[src/rtl/vx_clone_sequencer_pkg.sv]
// Shared parameters and types for the warp-context clone sequencer.
//   NT        threads per warp (lane 0 = master, lanes 1..NT-1 = slaves)
//   NUM_REGS  architectural registers per thread (x0 is never copied)
//   RW        register index width
//   clone_state_e  sequencer FSM states
package vx_clone_sequencer_pkg;

  localparam int unsigned NT       = 4;
  localparam int unsigned NUM_REGS = 32;
  localparam int unsigned RW       = $clog2(NUM_REGS);

  typedef enum logic [1:0] {
    StIdle,
    StSweep,
    StFixup,
    StDone
  } clone_state_e;

endpackage

[src/rtl/vx_clone_sequencer_if.sv]
// Bundle of the clone request handshake, master read port, master writeback snoop and
// slave copy-write port.
//   master modport: context/issue side (drives in_*, observes out_*)
//   slave  modport: the clone sequencer (observes in_*, drives out_*)
interface vx_clone_sequencer_if;
  import vx_clone_sequencer_pkg::*;

  logic          in_clone_valid;
  logic [NT-1:0] in_clone_mask;
  logic          out_clone_ready;
  logic          out_stall;
  logic [RW-1:0] out_rd_addr;
  logic [31:0]   in_rd_data;
  logic          in_wb_valid;
  logic [RW-1:0] in_wb_rd;
  logic [31:0]   in_wb_data;
  logic [NT-1:0] out_copy_en;
  logic [RW-1:0] out_copy_rd;
  logic [31:0]   out_copy_data;
  logic          out_done;

  modport master (
    output in_clone_valid, in_clone_mask, in_rd_data, in_wb_valid, in_wb_rd, in_wb_data,
    input  out_clone_ready, out_stall, out_rd_addr, out_copy_en, out_copy_rd, out_copy_data,
           out_done
  );

  modport slave (
    input  in_clone_valid, in_clone_mask, in_rd_data, in_wb_valid, in_wb_rd, in_wb_data,
    output out_clone_ready, out_stall, out_rd_addr, out_copy_en, out_copy_rd, out_copy_data,
           out_done
  );

endinterface

[src/rtl/vx_clone_sequencer_find_first.sv]
// Lowest-set-bit encoder.
//   vec_i    input vector
//   valid_o  any bit set
//   idx_o    index of the lowest set bit (0 when none set)
module vx_clone_sequencer_find_first #(
  parameter int unsigned Width = 32,
  parameter int unsigned IdxW  = $clog2(Width)
) (
  input  logic [Width-1:0] vec_i,
  output logic             valid_o,
  output logic [IdxW-1:0]  idx_o
);

  always_comb begin
    valid_o = |vec_i;
    idx_o   = '0;
    // Scan from the top so the lowest set bit is the last one written.
    for (int i = Width - 1; i >= 0; i--) begin
      if (vec_i[i]) idx_o = IdxW'(i);
    end
  end

endmodule

[src/rtl/vx_clone_sequencer.sv]
// Warp-context clone sequencer. Copies the master register file (thread 0) into the selected
// slave thread register files, one register per cycle, while holding decode/issue. Writebacks
// that land on already-copied registers are remembered in a dirty vector and re-copied in a
// fixup pass so the slaves end coherent with the master.
//   clk    clock, all state on the rising edge
//   reset  synchronous, active-high; abandons any clone in flight
//   bus    slave view of vx_clone_sequencer_if:
//            clone request/ready, stall, master read port, writeback snoop,
//            registered slave copy-write port, one-cycle done pulse
module vx_clone_sequencer
  import vx_clone_sequencer_pkg::*;
(
  input  logic                  clk,
  input  logic                  reset,
  vx_clone_sequencer_if.slave   bus
);

  clone_state_e        state_q, state_d;
  logic [RW-1:0]       idx_q, idx_d;
  logic [NT-1:0]       mask_q, mask_d;
  logic [NUM_REGS-1:0] dirty_q, dirty_d;

  // Copy stage: the register read in cycle N is written to the slaves in cycle N+1.
  logic                copy_vld_q, copy_vld_d;
  logic [RW-1:0]       copy_rd_q, copy_rd_d;
  logic [31:0]         copy_data_q, copy_data_d;

  logic                ff_valid;
  logic [RW-1:0]       ff_idx;

  logic                rd_active;
  logic [RW-1:0]       rd_addr;
  logic [31:0]         rd_captured;
  logic [NUM_REGS-1:0] dirty_set, dirty_clr;
  logic [NT-1:0]       req_mask;
  logic                ready, stall, done;

  // Lane 0 is the master and is never a copy target.
  assign req_mask = {bus.in_clone_mask[NT-1:1], 1'b0};

  vx_clone_sequencer_find_first #(
    .Width (NUM_REGS),
    .IdxW  (RW)
  ) u_find_first (
    .vec_i   (dirty_q),
    .valid_o (ff_valid),
    .idx_o   (ff_idx)
  );

  always_comb begin
    state_d     = state_q;
    idx_d       = idx_q;
    mask_d      = mask_q;
    copy_vld_d  = 1'b0;
    copy_rd_d   = '0;
    copy_data_d = '0;
    rd_active   = 1'b0;
    rd_addr     = '0;
    rd_captured = '0;
    dirty_set   = '0;
    dirty_clr   = '0;
    ready       = 1'b0;
    stall       = 1'b1;
    done        = 1'b0;

    unique case (state_q)
      StIdle: begin
        ready = 1'b1;
        stall = bus.in_clone_valid;
        if (bus.in_clone_valid) begin
          mask_d  = req_mask;
          idx_d   = RW'(1);
          state_d = (req_mask == '0) ? StDone : StSweep;
        end
      end

      StSweep: begin
        rd_active = 1'b1;
        rd_addr   = idx_q;
        // Only registers already read can go stale; a hit on idx_q is bypassed below.
        if (bus.in_wb_valid && (bus.in_wb_rd != '0) && (bus.in_wb_rd < idx_q)) begin
          dirty_set[bus.in_wb_rd] = 1'b1;
        end
        if (idx_q == RW'(NUM_REGS - 1)) begin
          state_d = StFixup;
        end else begin
          idx_d = idx_q + RW'(1);
        end
      end

      StFixup: begin
        if (ff_valid) begin
          rd_active          = 1'b1;
          rd_addr            = ff_idx;
          dirty_clr[ff_idx]  = 1'b1;
        end
        if (bus.in_wb_valid && (bus.in_wb_rd != '0) &&
            !(rd_active && (bus.in_wb_rd == rd_addr))) begin
          dirty_set[bus.in_wb_rd] = 1'b1;
        end
        // Finish only once nothing is pending, nothing newly stale, and no copy issued now.
        if (!ff_valid && (dirty_set == '0)) begin
          state_d = StDone;
        end
      end

      StDone: begin
        done    = 1'b1;
        state_d = StIdle;
      end

      default: begin
        state_d = StIdle;
      end
    endcase

    if (rd_active) begin
      rd_captured = (bus.in_wb_valid && (bus.in_wb_rd == rd_addr)) ? bus.in_wb_data
                                                                   : bus.in_rd_data;
      copy_vld_d  = 1'b1;
      copy_rd_d   = rd_addr;
      copy_data_d = rd_captured;
    end

    // Set wins over clear so a register rewritten while being cleared is copied again.
    dirty_d    = (dirty_q & ~dirty_clr) | dirty_set;
    dirty_d[0] = 1'b0;
    if (state_q == StIdle) begin
      dirty_d = '0;
    end
  end

  always_ff @(posedge clk) begin
    if (reset) begin
      state_q     <= StIdle;
      idx_q       <= RW'(1);
      mask_q      <= '0;
      dirty_q     <= '0;
      copy_vld_q  <= 1'b0;
      copy_rd_q   <= '0;
      copy_data_q <= '0;
    end else begin
      state_q     <= state_d;
      idx_q       <= idx_d;
      mask_q      <= mask_d;
      dirty_q     <= dirty_d;
      copy_vld_q  <= copy_vld_d;
      copy_rd_q   <= copy_rd_d;
      copy_data_q <= copy_data_d;
    end
  end

  assign bus.out_clone_ready = ready;
  assign bus.out_stall       = stall;
  assign bus.out_rd_addr     = rd_addr;
  assign bus.out_copy_en     = copy_vld_q ? mask_q : '0;
  assign bus.out_copy_rd     = copy_rd_q;
  assign bus.out_copy_data   = copy_data_q;
  assign bus.out_done        = done;

endmodule

[src/flat_wrapper.sv]
// flat-port wrapper written by rule: the top's interface ports become plain ports
module vx_clone_sequencer_flat import vx_clone_sequencer_pkg::*;
  (clk, reset, bus_in_clone_valid, bus_in_clone_mask, bus_in_rd_data, bus_in_wb_valid, bus_in_wb_rd, bus_in_wb_data, bus_out_clone_ready, bus_out_stall, bus_out_rd_addr, bus_out_copy_en, bus_out_copy_rd, bus_out_copy_data, bus_out_done);
  vx_clone_sequencer_if bus_i ();
  input  logic clk;
  input  logic reset;
  input wire logic [$bits(bus_i.in_clone_valid)-1:0] bus_in_clone_valid;
  input wire logic [$bits(bus_i.in_clone_mask)-1:0] bus_in_clone_mask;
  input wire logic [$bits(bus_i.in_rd_data)-1:0] bus_in_rd_data;
  input wire logic [$bits(bus_i.in_wb_valid)-1:0] bus_in_wb_valid;
  input wire logic [$bits(bus_i.in_wb_rd)-1:0] bus_in_wb_rd;
  input wire logic [$bits(bus_i.in_wb_data)-1:0] bus_in_wb_data;
  output wire logic [$bits(bus_i.out_clone_ready)-1:0] bus_out_clone_ready;
  output wire logic [$bits(bus_i.out_stall)-1:0] bus_out_stall;
  output wire logic [$bits(bus_i.out_rd_addr)-1:0] bus_out_rd_addr;
  output wire logic [$bits(bus_i.out_copy_en)-1:0] bus_out_copy_en;
  output wire logic [$bits(bus_i.out_copy_rd)-1:0] bus_out_copy_rd;
  output wire logic [$bits(bus_i.out_copy_data)-1:0] bus_out_copy_data;
  output wire logic [$bits(bus_i.out_done)-1:0] bus_out_done;
  assign bus_i.in_clone_valid = bus_in_clone_valid;
  assign bus_i.in_clone_mask = bus_in_clone_mask;
  assign bus_i.in_rd_data = bus_in_rd_data;
  assign bus_i.in_wb_valid = bus_in_wb_valid;
  assign bus_i.in_wb_rd = bus_in_wb_rd;
  assign bus_i.in_wb_data = bus_in_wb_data;
  assign bus_out_clone_ready = bus_i.out_clone_ready;
  assign bus_out_stall = bus_i.out_stall;
  assign bus_out_rd_addr = bus_i.out_rd_addr;
  assign bus_out_copy_en = bus_i.out_copy_en;
  assign bus_out_copy_rd = bus_i.out_copy_rd;
  assign bus_out_copy_data = bus_i.out_copy_data;
  assign bus_out_done = bus_i.out_done;
  vx_clone_sequencer u_core (.clk(clk), .reset(reset), .bus(bus_i));
endmodule
[config.mk]
export PLATFORM = sky130hd
export DESIGN_NAME = vx_clone_sequencer_flat
export DESIGN_NICKNAME = d
export VERILOG_FILES = /design/src/rtl/vx_clone_sequencer_pkg.sv /design/src/rtl/vx_clone_sequencer_if.sv /design/src/rtl/vx_clone_sequencer_find_first.sv /design/src/rtl/vx_clone_sequencer.sv /design/src/flat_wrapper.sv
export SDC_FILE = /design/constraint.sdc
export NUM_CORES = 1
export LEC_CHECK = 0
export ABC_AREA = 1
export BUFFER_PORTS_ARGS = -buffer_cell sky130_fd_sc_hd__buf_2
export CAP_MARGIN = 20
export CORE_MARGIN = 10
export CORE_UTILIZATION = 53
export DETAILED_ROUTE_END_ITERATION = 8
export PLACE_DENSITY = 0.81
export RECOVER_POWER = 100
export SETUP_SLACK_MARGIN = 0.1
export SYNTH_ARGS = -nofsm -noshare
export SYNTH_HDL_FRONTEND = slang
export SYNTH_SLANG_ARGS = --single-unit
[constraint.sdc]
create_clock -name clk -period 2.8 [get_ports clk]
set_input_delay 0.14 -clock clk [delete_from_list [all_inputs] [get_ports clk]]
set_output_delay 0.14 -clock clk [all_outputs]
set_load 0.02 [all_outputs]
## Yosys cells after proc, flatten, opt, wreduce, memory -nomap -nowiden

Cells that the tools add are included.

- Flip-flop bits (word level): 80
- Bits of input ports: 77
- Output and inout bits: 49

- Bitwise operators: 4
- Add/subtract/negate cells: 1
- Reduce and logical (&&, ||, !) cells: 21
- $lt $le $gt $ge: 5
- Equality and inequality tests: 10
- Mux-type cells: 62

Operators with widths:

| kind | number |
|---|---|
| two-way mux 32 bit | 6 |
| two-way mux 5 bit | 36 |
| one-hot mux 32 bit (2 select lines) | 1 |
| AND 32 bit | 1 |
| zero test 32 bit | 1 |
| inverter 32 bit | 1 |
| OR 32 bit | 1 |
| OR reduction 32 bit | 1 |
| one-hot mux 5 bit (2 select lines) | 2 |
| < comparator 5 x 6 -> 1 bit (second input constant) | 2 |
| demux 1 bit (select 5 bit) | 2 |
| == test 5 bit | 2 |
| greater-or-equal comparator 5 x 1 -> 1 bit (second input constant) | 2 |
| logical AND 1 bit | 8 |
| two-way mux 1 bit | 8 |
| two-way mux 2 bit | 4 |
| one-hot mux 2 bit (4 select lines) | 1 |
| AND reduction 3 bit | 2 |
| adder 5 x 1 -> 5 bit (second input constant) | 1 |
| == test 5 bit (second input constant) | 1 |
| < comparator 5 bit | 1 |
| nonzero test 5 bit | 1 |
| == test 2 bit (second input constant) | 2 |
| zero test 4 bit | 1 |
| other kinds (11) | 15 |

## Depth between registers and ports, before layout

- Word-level depth: 44
- Depth in mapped cells: 40
- Mapped depth without buffers: 39

## Modules after synthesis

From an unflattened synthesis, not the netlist that was laid out.

- Cell total of the unflattened synthesis: 824
- Area total of the unflattened synthesis: 4987.3 µm²

By module, submodules not included:

| module | instances | cells each | area an instance (µm²) |
|---|---|---|---|
| vx_clone_sequencer | 1 | 717 | 4516.8 |
| vx_clone_sequencer_find_first | 1 | 107 | 470.5 |

## Least setup slack after synthesis

OpenSTA, ideal clock, no wires.

- Path type: reg2reg
- Start point: register u_core.dirty_q[13]
- End point: register u_core.copy_data_q[10] (netlist: u_core.bus.out_copy_data[10])
- Buffers on the path: 1
- Period minus slack after synthesis: 2.518 ns
- Setup slack: 0.282 ns
- Stages on the path, launching flop included: 20
- Data arrival time: 2.408 ns
- Library setup time: 0.110 ns
- Data required time: 2.690 ns
- Cells stage by stage: dfxtp_1 -> nor2_1 -> nand2_1 -> nor2_1 -> inv_1 -> nor2_1 -> inv_1 -> nor2_1 -> inv_1 -> nor2_1 -> inv_1 -> o21ai_1 -> nand2_1 -> a21oi_1 -> o21ai_0 -> nor3_2 -> buf_2 -> nand4_1 -> nand2_1 -> nor2_1

- Cells in the longest elaborated chain, start to end: 20
- Elaborated cells between the ends (all ways): 26
- Classes of those cells: 1 x eq/ne; 21 x mux; 1 x bitwise; 3 x reduce/logical

Ends and longest elaborated chain:

| element | RTL line | RTL |
|---|---|---|
| start: declaration | vx_clone_sequencer.sv:21 | `logic [NUM_REGS-1:0] dirty_q, dirty_d;` |
| start signal: assignment | vx_clone_sequencer.sv:146 | `dirty_q <= dirty_d;` |
| two-way mux 5 bit (14 in a row) | vx_clone_sequencer_find_first.sv:19 | `if (vec_i[i]) idx_o = IdxW'(i);` |
| two-way mux 5 bit | vx_clone_sequencer.sv:92 | `if (ff_valid) begin` |
| two-way mux 5 bit | vx_clone_sequencer.sv:66 | `unique case (state_q)` |
| one-hot mux 5 bit (2 select lines) | vx_clone_sequencer.sv:66 |  |
| == test 5 bit | vx_clone_sequencer.sv:118 | `rd_captured = (bus.in_wb_valid && (bus.in_wb_rd == rd_addr)) ? bus.in_wb_data` |
| logical AND 1 bit | vx_clone_sequencer.sv:118 |  |
| two-way mux 32 bit | vx_clone_sequencer.sv:118 |  |
| end signal: assignment | vx_clone_sequencer.sv:149 | `copy_data_q <= copy_data_d;` |
| end: declaration | vx_clone_sequencer.sv:26 | `logic [31:0] copy_data_q, copy_data_d;` |

Parallel ways exist; a longest one is shown, timed or not. The select of a mux whose other input is x is not followed.
A chain may end at the register's enable or synchronous reset.

## Final worst setup path

- Start point: register u_core.dirty_q[29]
- End point: register u_core.copy_data_q[6] (netlist: u_core.bus.out_copy_data[6])

- Cells in the longest elaborated chain, start to end: 36
- Elaborated cells between the ends (all ways): 42
- Classes of those cells: 1 x eq/ne; 37 x mux; 1 x bitwise; 3 x reduce/logical

Ends and longest elaborated chain:

| element | RTL line |
|---|---|
| two-way mux 5 bit (30 in a row) | vx_clone_sequencer_find_first.sv:19 |
| two-way mux 5 bit | vx_clone_sequencer.sv:92 |
| two-way mux 5 bit | vx_clone_sequencer.sv:66 |
| one-hot mux 5 bit (2 select lines) | vx_clone_sequencer.sv:66 |
| == test 5 bit | vx_clone_sequencer.sv:118 |
| logical AND 1 bit | vx_clone_sequencer.sv:118 |
| two-way mux 32 bit | vx_clone_sequencer.sv:118 |

Parallel ways exist; a longest one is shown, timed or not. The select of a mux whose other input is x is not followed.

==> reports/summary.txt <==
fin util: 75.5%
DIE WIDTH: 112 um
# H-tree levels: 3
CTS Buf Count: 9
HP Class: primary input to flop
starting density of the core: 54.3%
nets: 958
DR vias: 5265
FMAX: 337 MHz
FF+latch area: 1590 um2
Post-Syn Area per Cell: 6.22 um2
Period Utilization, post-route: 106%
reg2reg start: u_core.dirty_q[29]
Worst R2R Path Depth: 26
TritonRoute pass-1 iters: 6
grt total ovfl: 0
Routed WL per cell: 16.2 um
total die area: 12500 um2
Initial DRC Count: 449
worst-path fanout max: 5
Worst EP required: 3.10 ns
Tmin final: 2.97 ns
GPL Wtd Cong: 0.888
largest cells by area after synthesis: dfxtp_1 35%, inv_1 13%, nand2_1 13%, nor2_1 6.7%, nand3_1 4.9%
Syn Inst Count: 717
Ports: 126
later-pin clock latency in the skew report: 0.37 ns
Cell Area, Synth: 4460 um2
final hold viol count: 0
hold path startpoint: reset
violated checks: setup timing
CTS tree: yes
pre-CTS setup slack: -0.115 ns
die height: 112 um
hpwl dp: 10200 um
FF+latch count, synth: 79
total power: 3.77 mW
cell count of the worst hold path: 2
total track usage: 22.2%
largest net degree at the start of global routing: 32
Worst Setup Start Kind: flop
Rel. slew slack: 19.1%
number of global-route vias before repair: 5094
part of the Yosys area used for sequential elements: 35.5%
Setup WS post-layout: -0.167 ns
DR vias/cell: 5.37
Filler cells: 602
WHS: 0.00736 ns
Final Skew: 0.0144 ns
Slew Limit Fails: 0
# DRC: 0
Area growth syn-to-layout: 39.2%
Max rail drop VDD: 0.000421 V
Setup CP Type: flop to flop
unrepaired setup endpoints after global routing: yes
first-pass GRT wire length: 23400 um
PwrDens: 608 nW/um2
core area: 8220 um2
Post-Synthesis Net Count: 804
ratio of cells with drive above 1 in the final layout: 27.7%
initial antenna violation count: 0
Crit path arrival time: 3.26 ns
CTS Sinks: 79
multi-input logic area: 2460 um2
Synth top area share: 35.5%
setup slack, reg-to-reg: -0.17 ns
number of flops mapped to enable cells by yosys: 0
Inserted Diodes: 0
MaxCap Viol Count: 0
Top FF cell, synth: dfxtp_1
Synth area leader: dfxtp_1
Final Setup Violations: 60
count of different cell masters after synthesis: 30
Async S/R FF share, synth: 0%
outcome: complete, but fails checks
Worst-path clk slew: 0.09 ns
crit end category: flop
Least-Margin Pin Slew: 1.21 ns
leakage power: 3.03 nW
Clock Root Buffer: clkbuf_8
r2r endpoint: u_core.bus.out_copy_data[6]
Post-DRT Antenna Nets: 0
row cnt: 33
Port Buffer Count: 123
Synth Warn #: 0
Hold EP: u_core.idx_q[4]
total wire length: 15900 um
Max clock buf depth: 2
## worst max-delay path, stage by stage, from the launching register on
cell	delay (ns)
dfxtp_2	0.34
inv_1	0.06
o21ai_1	0.06
o211ai_1	0.20
nand3_1	0.10
nand3_1	0.08
nand2_1	0.05
nand2_1	0.05
nand2_1	0.05
nand2_1	0.05
nand2_1	0.07
nand2_1	0.09
nand2_1	0.07
nand2_1	0.06
nand2_1	0.05
nand3_1	0.06
nand2_1	0.07
o22ai_1	0.13
inv_1	0.10
o21ai_1	0.12
nand4_1	0.14
nor3_4	0.23
nand3_4	0.21
buf_12	0.20
nand2_2	0.06
inv_2	0.04
nor2_2	0.13
## sequential cells by signal, summed over array words and instances, names as in the netlist
signal and count:
u_core.bus.out_copy_rd 5, u_core.dirty_q 31, u_core.state_q 2, u_core.mask_q 3, u_core.bus.out_copy_data 32, u_core.idx_q 5
u_core.copy_vld_q 1
## synthesized netlist by cell type (9+ instances only)
library cell / number
nand3_1: 44
nand4_1: 35
a21oi_1: 42
clkbuf_1: 9
o21ai_0: 41
ha_1: 10
nor2_1: 79
nor3_1: 15
nand2_1: 152
buf_2: 12
inv_2: 10
inv_1: 160
dfxtp_1: 79
## report_power, final
part	total, mW	leakage (nW)	internal [mW]	switching (mW)
sequential	1.27	0.640	1.22	0.0517
clock	0.927	0.109	0.487	0.440
combinational	1.58	2.28	0.565	1.01
total	3.77	3.03	2.27	1.51
## stage by stage
step	area (um2)	cells	setup TNS [ns]
2_1_floorplan	4460	717	0
3_3_place_gp	5350	948	0
3_5_place_dp	5350	948	-1.79
4_1_cts	5860	974	-0.0905
5_1_grt	6200	981	-27.09
6_report	6200	981	-4.06
## layer usage
metal | share of wire [%] | track usage, % | vias to the layer above
met2 | 49 | 38.6 | 276
met3 | 9.5 | 7.78 | 69
met5 | 0 | 0 | -
met4 | 4.5 | 10.0 | 0
met1 | 37 | 23.6 | 2391
li1 | - | - | 2529
## layout by cell type (no fill, tap or decap), drive strengths merged
cell type	Yosys	layout
clkinvlp	0	1
a21oi	42	42
dfxtp	79	79
a22oi	1	1
nand3	46	46
conb	1	1
o21ai	44	44
xor2	2	2
o221ai	1	1
a211oi	2	2
nor2	79	79
nand2	156	156
bufinv	0	1
nand4	35	35
nor4	2	2
ha	10	10
inv	170	171
nor3	16	16
o22ai	2	2
buf	16	117
o211ai	1	1
dlygate4sd3	0	1
clkinv	1	2
clkbuf	9	62
o21bai	2	2
## what timing repair did
action | in CTS | in global routing
cloned | 4 | 5
setup buffers | 5 | 2
resized for setup | 35 | 92
setup endpoints to repair | 64 | 67
hold endpoints to repair | 1 | 0
hold buffers | 1 | 0
pin swaps | 2 | 20
## cell type report
cell class	count	area share [%]
clock buffer	12	2.66
sequential	79	25.6
multi-input combinational	442	39.7
tap	105	2.12
clock inverter	4	0.827
inverter	171	10.3
timing repair buffer	168	18.8
## logic make-up after synthesis
logic type      share of synthesized area, %
compound gates                          11.1
buf+inv                                 17.4
xor+xnor                               0.393
fa+ha+maj                               2.81
other cells                           0.0841
flops                                   35.5
simple gates                            32.7
## how the worst max path moves through the flow
stage                             startpoint                           end  depth (start not counted)
after global placement    u_core.dirty_q[27]  u_core.bus.out_copy_data[17]                         17
after global routing      u_core.dirty_q[31]   u_core.bus.out_copy_data[9]                         39
after detailed placement  u_core.dirty_q[30]  u_core.bus.out_copy_data[17]                         17
after CTS                 u_core.dirty_q[30]            bus_out_rd_addr[0]                         36
after floorplan           u_core.dirty_q[13]  u_core.bus.out_copy_data[10]                         19
final                     u_core.dirty_q[29]   u_core.bus.out_copy_data[6]                         26
Note: power is estimated with default switching activity, not from simulation.
